**src/rtl/fifo_reader_pkg.sv**
```systemverilog
// Shared types and default sizes for the FIFO burst reader.
package fifo_reader_pkg;

  localparam int DEF_DATA_WIDTH = 8;
  localparam int DEF_LEN_W      = 6;

  typedef enum logic [1:0] {
    ST_IDLE  = 2'd0,
    ST_READ  = 2'd1,
    ST_FLUSH = 2'd2,
    ST_DONE  = 2'd3
  } state_e;

endpackage

```
**src/rtl/fifo_reader_if.sv**
```systemverilog
// FIFO read port plus downstream valid/ready stream, bundled for the reader.
interface fifo_reader_if
  import fifo_reader_pkg::*;
#(
  parameter int DATA_WIDTH = DEF_DATA_WIDTH
);

  logic                  fifo_empty;
  logic [DATA_WIDTH-1:0] fifo_data_out;
  logic                  fifo_rd_en;
  logic [DATA_WIDTH-1:0] m_data;
  logic                  m_valid;
  logic                  m_ready;

  // Reader side: consumes the FIFO, produces the stream.
  modport master (
    input  fifo_empty, fifo_data_out, m_ready,
    output fifo_rd_en, m_data, m_valid
  );

  // Environment side: the FIFO and the downstream consumer.
  modport slave (
    output fifo_empty, fifo_data_out, m_ready,
    input  fifo_rd_en, m_data, m_valid
  );

endinterface

```
**src/rtl/fifo_reader_skid.sv**
```systemverilog
// Two-entry first-in-first-out output buffer; slot0 always holds the oldest word.
module fifo_reader_skid
  import fifo_reader_pkg::*;
#(
  parameter int DATA_WIDTH = DEF_DATA_WIDTH
) (
  input  logic                  clk,
  input  logic                  rst,
  input  logic                  push,
  input  logic                  pop,
  input  logic [DATA_WIDTH-1:0] din,
  output logic [1:0]            occupancy,
  output logic [DATA_WIDTH-1:0] data
);

  logic [DATA_WIDTH-1:0] slot0;
  logic [DATA_WIDTH-1:0] slot1;

  assign data = slot0;

  // Shift-on-pop storage; push lands behind whatever is still held.
  always_ff @(posedge clk) begin
    if (!rst) begin
      occupancy <= 2'd0;
      // NOTE: the data slots are reset too so the stream data reads 0 after reset, not stale words.
      slot0     <= '0;
      slot1     <= '0;
    end else begin
      // NOTE: non-blocking assignments so every slot update sees the pre-edge values.
      unique case ({push, pop})
        2'b10: begin
          if (occupancy == 2'd0) slot0 <= din;
          else                   slot1 <= din;
          occupancy <= occupancy + 2'd1;
        end
        2'b01: begin
          slot0     <= slot1;
          occupancy <= occupancy - 2'd1;
        end
        2'b11: begin
          // Occupancy unchanged: the oldest leaves while the newest joins the tail.
          if (occupancy == 2'd1) begin
            slot0 <= din;
          end else begin
            slot0 <= slot1;
            slot1 <= din;
          end
        end
        default: ;
      endcase
    end
  end

endmodule

```
**src/rtl/fifo_reader.sv**
```systemverilog
// Burst reader: pulls a counted (or drain-until-empty) burst from a FIFO into a stream.
module fifo_reader
  import fifo_reader_pkg::*;
#(
  parameter int DATA_WIDTH = DEF_DATA_WIDTH,
  parameter int LEN_W      = DEF_LEN_W
) (
  input  logic             clk,
  input  logic             rst,
  input  logic             start,
  input  logic [LEN_W-1:0] burst_len,
  fifo_reader_if.master    bus,
  output logic             busy,
  output logic             done,
  output logic [LEN_W-1:0] words_read
);

  localparam logic [1:0] IDLE  = ST_IDLE;
  localparam logic [1:0] READ  = ST_READ;
  localparam logic [1:0] FLUSH = ST_FLUSH;
  localparam logic [1:0] DONE  = ST_DONE;

  logic [1:0]       state;
  logic [LEN_W-1:0] remaining;
  logic             drain;
  logic             inflight;
  logic [1:0]       occupancy;
  logic [1:0]       level;
  logic             pop;
  logic             rd_en;

  assign pop            = bus.m_valid & bus.m_ready;
  assign bus.m_valid    = (occupancy != 2'd0);
  assign bus.fifo_rd_en = rd_en;
  assign busy           = (state != IDLE);
  assign done           = (state == DONE);

  // Read qualification: the buffer plus the word in flight must leave room for one more.
  always_comb begin
    // NOTE: every always_comb output gets a default first so no latch is inferred.
    level = 2'd0;
    rd_en = 1'b0;
    // A word leaving downstream this cycle frees its slot in time, which keeps one word per cycle.
    level = occupancy - {1'b0, pop} + {1'b0, inflight};
    rd_en = (state == READ) && !bus.fifo_empty &&
            (drain || remaining != '0) && (level < 2'd2);
  end

  // Burst FSM with remaining / words_read counters and the one-cycle in-flight flag.
  always_ff @(posedge clk) begin
    if (!rst) begin
      state      <= IDLE;
      remaining  <= '0;
      drain      <= 1'b0;
      words_read <= '0;
      inflight   <= 1'b0;
    end else begin
      inflight <= rd_en;
      case (state)
        IDLE: begin
          if (start) begin
            state      <= READ;
            remaining  <= burst_len;
            drain      <= (burst_len == '0);
            words_read <= '0;
          end
        end
        READ: begin
          if (rd_en) begin
            if (!drain) remaining <= remaining - 1'b1;
            words_read <= words_read + 1'b1;
          end
          if (( drain && bus.fifo_empty) ||
              (!drain && (remaining == '0 || (rd_en && remaining == LEN_W'(1)))))
            state <= FLUSH;
        end
        FLUSH: begin
          if (!inflight && occupancy == 2'd0) state <= DONE;
        end
        DONE:    state <= IDLE;
        default: state <= IDLE;
      endcase
    end
  end

  fifo_reader_skid #(
    .DATA_WIDTH (DATA_WIDTH)
  ) u_skid (
    .clk       (clk),
    .rst       (rst),
    .push      (inflight),
    .pop       (pop),
    .din       (bus.fifo_data_out),
    .occupancy (occupancy),
    .data      (bus.m_data)
  );

endmodule

```
**src/flat_wrapper.sv**
```systemverilog
// flat-port wrapper written by rule: the top's interface ports become plain ports
module fifo_reader_flat import fifo_reader_pkg::*;
#(
  parameter int DATA_WIDTH = DEF_DATA_WIDTH,
  parameter int LEN_W      = DEF_LEN_W
)
  (clk, rst, start, burst_len, busy, done, words_read, bus_fifo_empty, bus_fifo_data_out, bus_m_ready, bus_fifo_rd_en, bus_m_data, bus_m_valid);
  fifo_reader_if #(.DATA_WIDTH(DATA_WIDTH)) bus_i ();
  input  logic clk;
  input  logic rst;
  input  logic start;
  input  logic [LEN_W-1:0] burst_len;
  output logic busy;
  output logic done;
  output logic [LEN_W-1:0] words_read;
  input wire logic [$bits(bus_i.fifo_empty)-1:0] bus_fifo_empty;
  input wire logic [$bits(bus_i.fifo_data_out)-1:0] bus_fifo_data_out;
  input wire logic [$bits(bus_i.m_ready)-1:0] bus_m_ready;
  output wire logic [$bits(bus_i.fifo_rd_en)-1:0] bus_fifo_rd_en;
  output wire logic [$bits(bus_i.m_data)-1:0] bus_m_data;
  output wire logic [$bits(bus_i.m_valid)-1:0] bus_m_valid;
  assign bus_i.fifo_empty = bus_fifo_empty;
  assign bus_i.fifo_data_out = bus_fifo_data_out;
  assign bus_i.m_ready = bus_m_ready;
  assign bus_fifo_rd_en = bus_i.fifo_rd_en;
  assign bus_m_data = bus_i.m_data;
  assign bus_m_valid = bus_i.m_valid;
  fifo_reader #(.DATA_WIDTH(DATA_WIDTH), .LEN_W(LEN_W)) u_core (.clk(clk), .rst(rst), .start(start), .burst_len(burst_len), .bus(bus_i), .busy(busy), .done(done), .words_read(words_read));
endmodule
```
**config.mk**
```make
export PLATFORM = sky130hd
export DESIGN_NAME = fifo_reader_flat
export DESIGN_NICKNAME = d
export VERILOG_FILES = /design/src/rtl/fifo_reader_pkg.sv /design/src/rtl/fifo_reader_if.sv /design/src/rtl/fifo_reader_skid.sv /design/src/rtl/fifo_reader.sv /design/src/flat_wrapper.sv
export SDC_FILE = /design/constraint.sdc
export NUM_CORES = 1
export LEC_CHECK = 0
export ABC_AREA = 0
export BUFFER_PORTS_ARGS = -buffer_cell sky130_fd_sc_hd__buf_2
export CAP_MARGIN = 40
export CORE_AREA = 3 3 84 46
export DETAILED_ROUTE_END_ITERATION = 8
export DIE_AREA = 0 0 87 49
export PLACE_DENSITY = 0.8
export SLEW_MARGIN = 30
export SYNTH_ARGS = -nofsm -noshare
export SYNTH_HDL_FRONTEND = slang
export SYNTH_SLANG_ARGS = --single-unit
```
**constraint.sdc**
```tcl
create_clock -name clk -period 6.1 [get_ports clk]
set_input_delay 0 -clock clk [delete_from_list [all_inputs] [get_ports clk]]
set_output_delay 0 -clock clk [all_outputs]
set_load 0.1 [all_outputs]
```
# == Word level (Yosys, flattened, before mapping) ==
# Cells that the tools add are included.
# W data, S select, Z words.
# word_totals
word_cells,80
ff_bits,34
in_bits,19
output_inout_bits,18
# op_classes
order_cmp,1
reduce_logical,30
bitwise_logic,1
eq_ne,16
muxes,18
addsub,6
# op_table
cell,count
$mux W8,4
$mux W6,5
$pmux W6 S2,2
$pmux W8 S3,1
$pmux W8 S2,1
$logic_not A6 Y1,2
$ne A2 B2 Y1 const B,5
$reduce_bool A2 Y1,5
$reduce_and A3 Y1,3
$eq A2 B2 Y1 const B,4
$pmux W2 S4,1
$logic_and A1 B1 Y1,7
$add A6 B1 Y6 const B,1
$eq A2 B1 Y1 const B,3
$eq A6 B1 Y1 const B,1
$mux W2,3
$ne A2 B1 Y1 const B,3
$reduce_bool A6 Y1,1
$sub A6 B1 Y6 const B,1
$logic_not A2 Y1,2
$pmux W2 S2,1
$reduce_and A2 Y1,2
$reduce_and A4 Y1,1
$logic_not A1 Y1,3
other kinds (8),10

# == Logic depth before layout (Yosys ltp) ==
# depth
depth_word,12
ltp_mapped,10

# == Cells and area by module ==
# From an unflattened synthesis, not the netlist that was laid out.
# hier_totals
cells_unflattened,241
area_unflattened_um2,2077.0
# modules_own_cells
module,area_each_um2,n_inst,cells_each,seq_area_each_um2
fifo_reader,1117.3,1,134,320.3
fifo_reader_skid,959.7,1,107,360.3

# == Worst setup path before layout ==
# No wires, ideal clock.
# synth_timing
path_type,reg2out
from,reg u_core.u_skid.occupancy[0]
to,out bus_fifo_rd_en
path_slack_ps,3162
path_stages_with_launch,10
path_buffers,0
arrival_ps,2938
path_cell_list,dfxtp_1 inv_1 ha_1 inv_2 nand2_1 ha_1 nor2b_2 xnor3_2 and3_1 and2_1
# synth_via
elab_chain_len,6
# synth_rtl
element,line,rtl
from (decl),fifo_reader_skid.sv:12,"output logic [1:0] occupancy,"
from (signal assigned),fifo_reader_skid.sv:34,occupancy <= occupancy + 2'd1;
from (signal assigned),fifo_reader_skid.sv:38,occupancy <= occupancy - 2'd1;
$reduce_bool A2 Y1,fifo_reader.sv:33,assign bus.m_valid = (occupancy != 2'd0);
named net bus_m_valid,flat_wrapper.sv:21,output wire logic [$bits(bus_i.m_valid)-1:0] bus_m_valid;
$and A1 B1 Y1,fifo_reader.sv:32,assign pop = bus.m_valid & bus.m_ready;
$sub A2 B1 Y2,fifo_reader.sv:44,"level = occupancy - {1'b0, pop} + {1'b0, inflight};"
$add A2 B1 Y2,fifo_reader.sv:44,
$lt A2 B2 Y1,fifo_reader.sv:46,(drain || remaining != '0) && (level < 2'd2);
$logic_and A1 B1 Y1,fifo_reader.sv:46,
to (decl),flat_wrapper.sv:19,output wire logic [$bits(bus_i.fifo_rd_en)-1:0] bus_fifo_rd_en;
# The timed path passes the listed nets, and every way through them passes these cells.

# == Final worst setup path ==
# layout_timing
from,reg u_core.u_skid.occupancy[0]
to,out bus_fifo_rd_en
# layout_via
elab_chain_len,6
# layout_rtl
element,line
$reduce_bool A2 Y1,fifo_reader.sv:33
$and A1 B1 Y1,fifo_reader.sv:32
$sub A2 B1 Y2 (*),fifo_reader.sv:44
$add A2 B1 Y2 (*),fifo_reader.sv:44
$lt A2 B2 Y1 (*),fifo_reader.sv:46
$logic_and A1 B1 Y1 (*),fifo_reader.sv:46
# Mark *: on every way between the ends. The rest lies on a longest branch, timed or not.

==> impl_metrics.yaml <==
synthesis:
  synthAdderAreaFrac: 0.08038
  synth.avg_cell_area_um2: 8.895
  ys_warn_count: 0
  synthesis.area_mm2: 0.001868
  synth_nets: 241
  synth_seq_cells: 34
  yosys.area_share.simple: 0.2143
  ys_seq_area_frac: 0.3644
  synth_xor_area_frac: 0.02210
  synthDistinctLibCells: 48
  synth_cells: 210
  synthMuxAreaShare: 0.1018
  synth_top_family_by_area: "simple AND/OR/NAND/NOR gates"
  synth_compound_area_frac: 0.1728
grt:
  grt_pass1_wl_mm: 7.479
  grt_overflow: 0
  grt_pass1_vias: 1662
  antenna_found_initial: 0
  grt_usage: 0.2207
  grt_max_degree: 25
cells_and_area:
  stdcell_count: 295
  nets: 285
  drive_gt1_frac: 0.2118
  stdcell_area_mm2: 0.002243
  num_antenna_cells: 0
  area_growth_pct: 20.09
worst_setup_path:
  worst-path-stages: 10
  cp-end-kind: "output pin"
  crit_fanout: 7
  crit_type: "flip-flop to output pin"
  reg2reg_depth: 10
  path_common_cell: "ha_1"
  cp-start-kind: "flip-flop"
  critPathRequiredTime_ps: 6100
  arrival_ps: 2790
  crit_family: "simple AND/OR/NAND/NOR gates"
  worstPathCellList: "inv_1, ha_1, inv_2, nand2_1, ha_1, nor2b_2, xnor3_2, and3_1, and2_1, buf_2"
  cp_slowest_cell: "xnor3_2"
  critPathBufInv: 3
  max_stage_delay_ps: 420
timing:
  rsz0062_at_grt: "no"
  finalHoldViolCount: 0
  fin_worst_skew_ps: 4.526
  post-route-period-util: 0.4578
  finalSetupTns_ps: 0
  finalWorstSetupSlack_ps: 3307
  slew_viol_final: 0
  tightestPinTransition_ps: 801.3
  finalSetupViolCount: 0
  maxSlewHeadroom: 0.4652
  whs_ps: 55.12
  timing.fmax_mhz: 358.1
  min_period_ps: 2793
power:
  irDropWorstVdd_mv: 0.3580
  p_per_area_mw_per_mm2: 586.2
  power_leakage_nw: 0.9977
routing:
  via_count: 1709
  first_iter_violations: 51
  dr.pass1.iters: 4
  drtAntennaViolNets: 0
  drt_wl_total_mm: 4.325
  vias_per_cell: 5.793
  drcViolationCount: 0
  wl_per_cell_um: 14.66
cts:
  cts.path.max_buffers: 2
  cts.reportedPaths.clkPinSlew_ps: 70
  cts_buffers: 5
  root_buffer: "clkbuf_8"
  h-tree-depth: 2
  cts_tree: "yes"
  cts_sinks: 34
  cts_resized: 0
  clkLatencyLatePin_ps: 290
min_path:
  hold_depth: 4
  hp-class: "input pin to flip-flop"
place:
  placed_cells: 279
  place_congestion: 0.9142
  pre_cts_slack_ps: 3569
  dp_hpwl_mm: 3.074
  portBuffers: 36
  dpl_cell_area_mm2: 0.002068
floorplan:
  dieArea_mm2: 0.004263
  core_mm2: 0.003065
  die_w_um: 87
  ioPinCount: 37
  initial_core_util: 0.6094
  num_rows: 14
  die_height_um: 49
job:
  drv_cap: 0
status:
  status: "complete, no violations"
[placed cells by master, fill, tap and decap left out, drive strengths merged, types with 3 or more instances in the layout]
cell and count:
a21oi 7, dfxtp 34, nand3 8, nor2b 5, inv 13, clkbuf 6, a211oi 10, or3 4
nand2 14, buf 36, nor2 27, a41o 3, ha 12, nor3 4, o21ai 9, dlygate4sd3 8
nor4 6, mux2i 19
[layout make-up]
type                    count  area [µm²]
multi-input cells         155        1105
fillers                   240       822.0
clock inverters             2       12.51
well taps                  40       50.05
inverters                  14       52.55
repair buffers             44       260.3
flip-flops and latches     34       680.7
clock buffers               6       82.58
[state kept, by name (all words and copies together), names as in the netlist]
name,flops
u_core.drain,1
u_core.inflight,1
u_core.words_read,6
u_core.u_skid.slot1,8
u_core.u_skid.data,8
u_core.remaining,6
u_core.state,2
u_core.u_skid.occupancy,2
[per-stage QoR]
stage	power, mW	utilization
3_5_place_dp	1.134	0.6747
5_1_grt	1.413	0.7318
6_report	1.315	0.7318
4_1_cts	1.315	0.7318
3_3_place_gp	1.113	0.6747
2_1_floorplan	1.004	-
[logic make-up (layout without fill, tap and decap cells)]
group | count (synthesis) | after routing
AO/OA/AOI/OAI | 43 | 43
XOR/XNOR | 3 | 3
adder cells (fa/ha/maj) | 12 | 12
buffers and inverters | 21 | 66
flip-flops | 34 | 34
multiplexers | 19 | 19
AND/OR/NAND/NOR | 78 | 78
[what timing repair did]
item                                   4_1_cts  5_1_grt
hold buffers                                 8        0
buffers inserted                             0        0
endpoints found under the hold margin        8        0
[worst register-to-register path: stages (launching register included)]
cell and delay, ps:
dfxtp_1 370, inv_1 60, ha_1 270, inv_2 90, nand2_1 90, ha_1 360
nor2b_2 160, xnor3_2 420, a31oi_2 390, or3_1 170, a21oi_1 60
[power breakdown]
group,internal [mW],switching [mW],leakage (nW)
Combinational,0.217,0.590,0.674
Clock,0.0906,0.0844,0.0472
Sequential,0.281,0.0522,0.276
Total,0.589,0.727,0.998
[worst paths after layout]
path,from,endpoint,slack (ps)
worst max register to register,u_core.u_skid.occupancy[0]$_SDFFE_PN0N_,u_core.remaining[0]$_SDFFE_PN0P_,3500
worst min-delay path,burst_len[0],u_core.drain$_SDFFE_PN0P_,60
worst min register to register,u_core.words_read[5]$_SDFFE_PN0P_,u_core.words_read[5]$_SDFFE_PN0P_,490
worst max-delay path,u_core.u_skid.occupancy[0]$_SDFFE_PN0N_,bus_fifo_rd_en,3310
[layer usage]
layer	vias to the layer above	wire length (µm)	track usage
met5	-	0	0
met4	0	64	0.07772
met3	8	232	0.06239
met2	43	2102	0.3640
met1	808	1924	0.2739
li1	850	-	-
[cells in the mapped netlist, drive strengths merged]
cell / number / area share
a21o: 1 / 0.0040
nand4: 2 / 0.010
xnor3: 1 / 0.013
nand2: 14 / 0.028
xor2: 1 / 0.0047
a41o: 3 / 0.016
a21boi: 1 / 0.0040
nor3b: 1 / 0.0067
a22oi: 1 / 0.0040
a221oi: 1 / 0.0047
nand3: 8 / 0.021
o31ai: 2 / 0.0080
and4: 1 / 0.0047
o221ai: 1 / 0.0047
o2111ai: 1 / 0.0047
a31oi: 2 / 0.010
nand4bb: 1 / 0.0060
inv: 13 / 0.026
a211oi: 10 / 0.043
nor2: 27 / 0.054
or3: 4 / 0.013
o311a: 1 / 0.0054
nor4: 6 / 0.023
ha: 12 / 0.080
dfxtp: 34 / 0.36
mux2i: 19 / 0.10
o221a: 1 / 0.0060
or2: 1 / 0.0034
a21oi: 7 / 0.025
nor2b: 5 / 0.018
or4: 1 / 0.0040
buf: 3 / 0.0080
clkbuf: 4 / 0.0080
nor3: 4 / 0.011
o21ai: 9 / 0.024
and2: 1 / 0.0034
clkinv: 1 / 0.0020
o32ai: 2 / 0.0094
xnor2: 1 / 0.0047
and3: 2 / 0.0067
(Power assumes the default switching activity.)
